==> src/rtl/byte_pair_packer_pkg.sv <==
// Shared definitions for the byte pair packer: lane-enable codes common with the
// byte-enabled register stage, and the packer FSM state encoding.
package byte_pair_packer_pkg;

    localparam logic [1:0] BE_NONE = 2'b00;
    localparam logic [1:0] BE_LO   = 2'b01;
    localparam logic [1:0] BE_FULL = 2'b11;

    typedef enum logic {
        EMPTY = 1'b0,
        HALF  = 1'b1
    } packState_t;

endpackage

==> src/rtl/byte_pair_packer_pack_out_reg.sv <==
// Single-entry valid/ready holding register for a packed word and its byte-enable.
// A new word may load in the same cycle the current one is consumed.
module pack_out_reg
    import byte_pair_packer_pkg::*;
(
    input  logic        clk,
    input  logic        reset,
    input  logic        i_load,
    input  logic [15:0] i_data,
    input  logic [1:0]  i_byteena,
    input  logic        i_ready,
    output logic [15:0] o_data,
    output logic [1:0]  o_byteena,
    output logic        o_valid,
    output logic        o_slotFree
);

    logic [15:0] r_data;
    logic [1:0]  r_byteena;
    logic        r_valid;

    // Data is left untouched on consumption; only valid and the lane enable clear.
    always_ff @(posedge clk) begin
        if (reset) begin
            r_data    <= 16'h0000;
            r_byteena <= BE_NONE;
            r_valid   <= 1'b0;
        end else if (i_load) begin
            r_data    <= i_data;
            r_byteena <= i_byteena;
            r_valid   <= 1'b1;
        end else if (r_valid && i_ready) begin
            r_byteena <= BE_NONE;
            r_valid   <= 1'b0;
        end
    end

    assign o_data     = r_data;
    assign o_byteena  = r_byteena;
    assign o_valid    = r_valid;
    assign o_slotFree = !r_valid || i_ready;

endmodule

==> src/rtl/byte_pair_packer.sv <==
// Packs a valid/ready byte stream into 16-bit words with byte-enables; a lone
// trailing byte is emitted as a low-lane word on flush or after an idle timeout.
module byte_pair_packer
    import byte_pair_packer_pkg::*;
#(
    parameter int TIMEOUT = 16,
    parameter int CNT_W   = 8
) (
    input  logic        clk,
    input  logic        reset,
    input  logic [7:0]  in_byte,
    input  logic        in_valid,
    output logic        in_ready,
    input  logic        flush,
    output logic [15:0] out_data,
    output logic [1:0]  out_byteena,
    output logic        out_valid,
    input  logic        out_ready,
    output logic        pending
);

    // CNT_W must be wide enough to hold TIMEOUT itself.
    localparam logic [CNT_W-1:0] TIMEOUT_CNT = CNT_W'(TIMEOUT);

    packState_t       r_state;
    packState_t       w_stateNext;
    logic [7:0]       r_lo;
    logic [7:0]       w_loNext;
    logic [CNT_W-1:0] r_cnt;
    logic [CNT_W-1:0] w_cntNext;
    logic             r_flushReq;
    logic             w_flushReqNext;

    logic             w_slotFree;
    logic             w_accept;
    logic             w_timeoutHit;
    logic             w_load;
    logic [15:0]      w_loadData;
    logic [1:0]       w_loadBe;

    assign in_ready     = (r_state == EMPTY) || w_slotFree;
    assign w_accept     = in_valid && in_ready;
    assign w_timeoutHit = (TIMEOUT != 0) && (r_state == HALF) && (r_cnt == TIMEOUT_CNT);
    assign pending      = (r_state == HALF);

    always_ff @(posedge clk) begin
        if (reset) begin
            r_state    <= EMPTY;
            r_lo       <= 8'h00;
            r_cnt      <= '0;
            r_flushReq <= 1'b0;
        end else begin
            r_state    <= w_stateNext;
            r_lo       <= w_loNext;
            r_cnt      <= w_cntNext;
            r_flushReq <= w_flushReqNext;
        end
    end

    // A completing byte always wins over a flush or timeout in the same cycle.
    always_comb begin
        w_stateNext    = r_state;
        w_loNext       = r_lo;
        w_cntNext      = r_cnt;
        w_flushReqNext = r_flushReq;
        w_load         = 1'b0;
        w_loadData     = {8'h00, r_lo};
        w_loadBe       = BE_LO;
        case (r_state)
            EMPTY: begin
                if (w_accept) begin
                    w_loNext       = in_byte;
                    w_cntNext      = '0;
                    w_flushReqNext = 1'b0;
                    w_stateNext    = HALF;
                end
            end
            HALF: begin
                if (w_accept) begin
                    w_load         = 1'b1;
                    w_loadData     = {in_byte, r_lo};
                    w_loadBe       = BE_FULL;
                    w_flushReqNext = 1'b0;
                    w_stateNext    = EMPTY;
                end else if ((flush || r_flushReq || w_timeoutHit) && w_slotFree) begin
                    w_load         = 1'b1;
                    w_flushReqNext = 1'b0;
                    w_stateNext    = EMPTY;
                end else begin
                    if (r_cnt != TIMEOUT_CNT) begin
                        w_cntNext = r_cnt + 1'b1;
                    end
                    w_flushReqNext = r_flushReq || flush;
                end
            end
            default: w_stateNext = EMPTY;
        endcase
    end

    pack_out_reg u_outReg (
        .clk        (clk),
        .reset      (reset),
        .i_load     (w_load),
        .i_data     (w_loadData),
        .i_byteena  (w_loadBe),
        .i_ready    (out_ready),
        .o_data     (out_data),
        .o_byteena  (out_byteena),
        .o_valid    (out_valid),
        .o_slotFree (w_slotFree)
    );

endmodule
==> config.mk <==
export PLATFORM = sky130hd
export DESIGN_NAME = byte_pair_packer
export DESIGN_NICKNAME = d
export VERILOG_FILES = /design/src/rtl/byte_pair_packer_pkg.sv /design/src/rtl/byte_pair_packer_pack_out_reg.sv /design/src/rtl/byte_pair_packer.sv
export SDC_FILE = /design/constraint.sdc
export NUM_CORES = 1
export LEC_CHECK = 0
export ABC_CLOCK_PERIOD_IN_PS = 2850
export CORE_MARGIN = 4
export CORE_UTILIZATION = 45
export DETAILED_ROUTE_END_ITERATION = 7
export HOLD_SLACK_MARGIN = 0.1
export PLACE_DENSITY = 0.72
export SKIP_LAST_GASP = 1
export SYNTH_ARGS = -nofsm -noshare
export SYNTH_HDL_FRONTEND = slang
export SYNTH_SLANG_ARGS = --single-unit
==> constraint.sdc <==
create_clock -name clk -period 2.85 [get_ports clk]
set_clock_uncertainty 0.15 [all_clocks]
set_input_delay 0.57 -clock clk [delete_from_list [all_inputs] [get_ports clk]]
set_output_delay 0.57 -clock clk [all_outputs]
set_load 0.02 [all_outputs]
# Word-level counts from Yosys, hierarchy flattened
# Index checks and enable logic that the tools add are counted.
dict set report totals {
  regBits 37
  latch_bits 0
  mem_bits_rw 0
  romBits 0
  out_inout_bits 21
  memories 0
}
dict set report classes {
  n_addsub 1
  n_mul 0
  n_div 0
  magnitude_cmp 0
  n_eq_ne 6
  shifts 0
  mux 24
  bitwise 1
  reduce_logical 12
}
# operator count
set ops {}
lappend ops {{$mux W16} 2}
lappend ops {{$mux W8} 4}
lappend ops {{$pmux W8 S2} 1}
lappend ops {{$mux W1} 11}
lappend ops {{$add A8 B1 Y8 const B} 1}
lappend ops {{$eq A8 B5 Y1 const B} 1}
lappend ops {{$mux W2} 4}
lappend ops {{$ne A8 B5 Y1 const B} 1}
lappend ops {{$ne A2 B2 Y1 const B} 3}
lappend ops {{$logic_and A1 B1 Y1} 4}
lappend ops {{$logic_or A1 B1 Y1} 4}
lappend ops {{$pmux W1 S2} 2}
lappend ops {{$reduce_and A4 Y1} 1}
lappend ops {{$ne A2 B1 Y1 const B} 1}
lappend ops {{$reduce_and A2 Y1} 1}
lappend ops {{$reduce_bool A2 Y1} 1}
lappend ops {{$logic_not A1 Y1} 1}
lappend ops {{$not A1 Y1} 1}

# Longest topological paths before layout
dict set report logic_depth {
  ltp_word 8
  mapped_depth 7
  depth_no_buf 6
}

# Modules after synthesis
# A second synthesis with hierarchy kept.
dict set report hier_totals {
  cells_unflattened 188
  hier_area_um2 1685.4
}
# module instances cells_per_inst area_per_inst_um2
set by_module_without_submodules {}
lappend by_module_without_submodules {byte_pair_packer 1 123 997.2}
lappend by_module_without_submodules {pack_out_reg 1 65 688.2}

# Least setup slack after synthesis
# No wires, ideal clock.
dict set report synth_timing {
  path_type {input to register}
  startpoint {in in_valid}
  endpoint {reg r_cnt[5]}
  setup_ns 0.122
  arrival_time_ns 1.671
  t_required_ns 2.578
  path_slack_ns 0.907
  path_stages 4
  cell_sequence {or3_1 > a31oi_1 > a21oi_2 > a221o_1}
}
dict set report synth_via {
  elab_chain_len 3
}
# item line_no
set synth_lines {}
lappend synth_lines {{start, declared} byte_pair_packer.sv:12} ;# input logic in_valid,
lappend synth_lines {{$logic_and A1 B1 Y1 (*)} byte_pair_packer.sv:42} ;# assign w_accept = in_valid && in_ready;
lappend synth_lines {{$ne A2 B2 Y1 (no source line)} -}
lappend synth_lines {{$reduce_and A4 Y1 (no source line) (*)} -}
lappend synth_lines {{end signal, assigned} byte_pair_packer.sv:55} ;# r_cnt <= w_cntNext;
lappend synth_lines {{end, declared} byte_pair_packer.sv:29} ;# logic [CNT_W-1:0] r_cnt;
# Mark *: on every way between the ends. The rest lies on a longest branch, timed or not.
# A chain may end at the register's enable or synchronous reset.

# Final worst setup path
dict set report layout_timing {
  startpoint {in out_ready}
  endpoint {out in_ready}
}
dict set report layout_via {
  elab_chain_len 2
}
# item line_no
set layout_lines {}
lappend layout_lines {{start, declared} byte_pair_packer.sv:18} ;# input logic out_ready,
lappend layout_lines {{$logic_or A1 B1 Y1} byte_pair_packer_pack_out_reg.sv:41} ;# assign o_slotFree = !r_valid || i_ready;
lappend layout_lines {{$logic_or A1 B1 Y1} byte_pair_packer.sv:41} ;# assign in_ready = (r_state == EMPTY) || w_slotFree;
lappend layout_lines {{end, declared} byte_pair_packer.sv:13} ;# output logic in_ready,
# Every way passes these cells.

==> run_results.csv <==
group,metric,value,unit
sta,hold_viol_final,0,
worst_setup_path,reg2reg_depth,5,
sta,slew_viol_final,0,
cts,cts_hold_buf,0,
placed_design,globalplace.congestion,0.805,
routing,wl_per_cell,13.7,µm
logic_synthesis,synth-edff-count,0,
final_layout,final_cell_mix,"dfxtp_1 (36), clkdlybuf4s50_1 (33), nand2b_1 (19), mux2i_1 (16), nor2_1 (15)",
sta,relSlewSlack,67.3,%
logic_synthesis,ys_top_cells_by_area,"dfxtp_1 (47%), mux2i_1 (10%), nand2b_1 (7.7%), a22o_1 (6.3%), nor2_1 (3.7%)",
worst_hold_path,min_path_cells,2,
final_layout,diodes,0,
grt,grt_util_met1,18.3,%
floorplanning,rows,20,
routing,drt-initial-drc-count,75,
pwr,ir_drop,0.328,mV
cts,htree_levels,2,
cts,post_cts_resized,0,
final_layout,fillers,289,
final_layout,nNetsFinal,209,
grt,grt_pass1_wl,5.30,mm
worst_setup_path,critical_path.startpoint,"out_ready",
routing,wirelength,3.28,mm
logic_synthesis,synth_seq_cells,36,
logic_synthesis,netlist_area,1540,µm²
worst_setup_path,worstSetupPathType,"in2out",
cts,cts-root-buf,"clkbuf_4",
final_layout,layout_commonest_cell,"dfxtp_1",
worst_setup_path,reg2reg_from,"r_cnt[4]$_SDFFE_PP0P_",
grt,busiest_layer,"met2",
routing,dr.pass1.iters,4,
logic_synthesis,yosysTopAreaCell,"dfxtp_1",
floorplanning,ioPinCount,34,
final_layout,stdcell_area,1980,µm²
logic_synthesis,synthesis.nets,172,
final_layout,drive_gt1_share,10.3,%
pwr,leakage,0.747,nW
logic_synthesis,yosysSeqAreaShare,46.9,%
pwr,power.total,0.000955,W
cts,clkTransAtPathRegs,100,ps
grt,grt.total_usage,15.9,%
logic_synthesis,muxShareOfSynthArea,11.2,%
cts,cts-buffers-inserted,5,
floorplanning,die_x,66.4,µm
grt,use_met2,26.1,%
final_layout,area_growth,28.8,%
logic_synthesis,avgSynthCellArea,9.78,µm²
floorplanning,die_y,66.4,µm
worst_setup_path,crit_arrival,1970,ps
worst_setup_path,critPathRequiredTime,2130,ps
logic_synthesis,synth-simple-area-share,21.4,%
logic_synthesis,synth_top_area_share,46.9,%
cts,clock-sinks,36,
logic_synthesis,synthDistinctLibCells,38,
logic_synthesis,synth_xor_area_share,0,%
logic_synthesis,synth_cells,157,
logic_synthesis,synthAdderAreaFrac,1.63,%
routing,drc,0,
logic_synthesis,yosysWarnings,0,
sta,fmax,372,MHz
grt,grt_antenna_before_repair,0,
run_status,status,"complete, no violations",
cts,clock_path_buffers,2,
pwr,power_density,483,nW/µm²
final_layout,final_cells,239,
floorplanning,core,3150,µm²
worst_setup_path,cp_max_fo,3,
sta,fin_crit,2690,ps
logic_synthesis,async_reset_ff_share,0,%
logic_synthesis,synth_top_family_by_area,"simple AND/OR/NAND/NOR gates",
placed_design,numPlacedInstances,231,
cts,cts_tree,"built",
sta,setup_viol,0,
worst_hold_path,hold_path_startpoint,"r_lo[4]$_SDFFE_PP0P_",
grt,use_met3,6.29,%
floorplanning,initial_core_util,48.7,%
worst_setup_path,critPathCaptureType,"output port",
placed_design,io_buffers,33,
run,cap_viol_max_count,0,
grt,grt_pass1_vias,1192,
routing,vias_per_cell,5.26,
placed_design,placed_cell_area,1920,µm²
routing,ant_nets,0,
sta,fin_tns_setup,0,ps
sta,period_share,94.4,%
placed_design,hpwl,2.37,mm
worst_setup_path,cp-start-kind,"input port",
worst_hold_path,hp-class,"reg2reg",
sta,tightest_slew,488,ps
sta,rsz0062_at_grt,"false",
cts,clk_latency,340,ps
cts,postCtsSetupRepairBufs,0,
routing,vias,1256,
grt,grt_overflow,0,
logic_synthesis,ys_dominant_reg_cell,"dfxtp_1",
floorplanning,die_area,4410,µm²
logic_synthesis,synth_compound_area_share,15.1,%
grt,grt_max_degree,35,
==> final timing paths <==
check | to | slack, ps
setup / recovery | in_ready | 160
hold / removal | u_outReg.o_data[4]$_SDFFE_PP0P_ | 330
setup reg to reg | u_outReg.o_data[3]$_SDFFE_PP0P_ | 840
hold reg to reg | u_outReg.o_data[4]$_SDFFE_PP0P_ | 330
==> power by group <==
| part | switching, W | leakage (nW) | internal, W |
|---|---|---|---|
| Combinational | 0.0000679 | 0.417 | 0.0000700 |
| Sequential | 0.0000139 | 0.293 | 0.000521 |
| Clock | 0.000165 | 0.0380 | 0.000117 |
| Total | 0.000246 | 0.747 | 0.000709 |
==> state kept, by name (all words and copies together) (netlist names) <==
name	flops
pending	1
u_outReg.o_byteena	2
r_lo	8
r_cnt	8
r_flushReq	1
u_outReg.o_data	16
==> Yosys cell counts (2+ instances only) <==
cell type  number
a221o_1         2
a21oi_2         2
o21ai_0         2
nor3_1          2
nand2b_1       19
or2_2           2
inv_1           4
a21oi_1         2
mux2i_1        16
clkbuf_1        5
nor2_1         15
a31oi_1         4
nand3_1         2
a22o_1         11
nor2b_1         3
and3_1          2
dfxtp_1        36
ha_1            2
nand2_1         7
==> per-stage QoR <==
| step | hold slack [ps] | worst slack [ps] | util (%) |
|---|---|---|---|
| CTS | 333 | 146 | 62.7 |
| global route | 341 | 47.9 | 62.7 |
| detailed placement | 317 | 154 | 60.8 |
| floorplan | 301 | 907 | - |
| global placement | 307 | 191 | 60.8 |
| finish | 327 | 160 | 62.7 |
==> critical path: stages <==
cell	delay, ps
clkdlybuf4s50_1	430
nor2b_1	200
and2_1	200
inv_1	50
clkdlybuf4s50_1	530
==> layer usage <==
layer	share of wire, %	routed length [µm]
met1	43	1420
met2	49	1610
met3	5.8	192
met4	1.8	58
met5	0	0
==> layout make-up <==
cell class | instances | area (µm²) | area share [%]
clock buffer | 6 | 51.3 | 2.59
clock inverter | 2 | 10.0 | 0.506
inverter | 4 | 15.0 | 0.759
multi-input combinational | 109 | 757 | 38.3
sequential | 36 | 721 | 36.5
tap | 44 | 55.1 | 2.78
timing repair buffer | 38 | 368 | 18.6
==> kinds of logic after synthesis <==
group           count (synthesis)
flops                          36
compound gates                 30
fa+ha+maj                       2
buf+inv                        12
simple gates                   60
mux                            17
(Power assumes the default switching activity.)
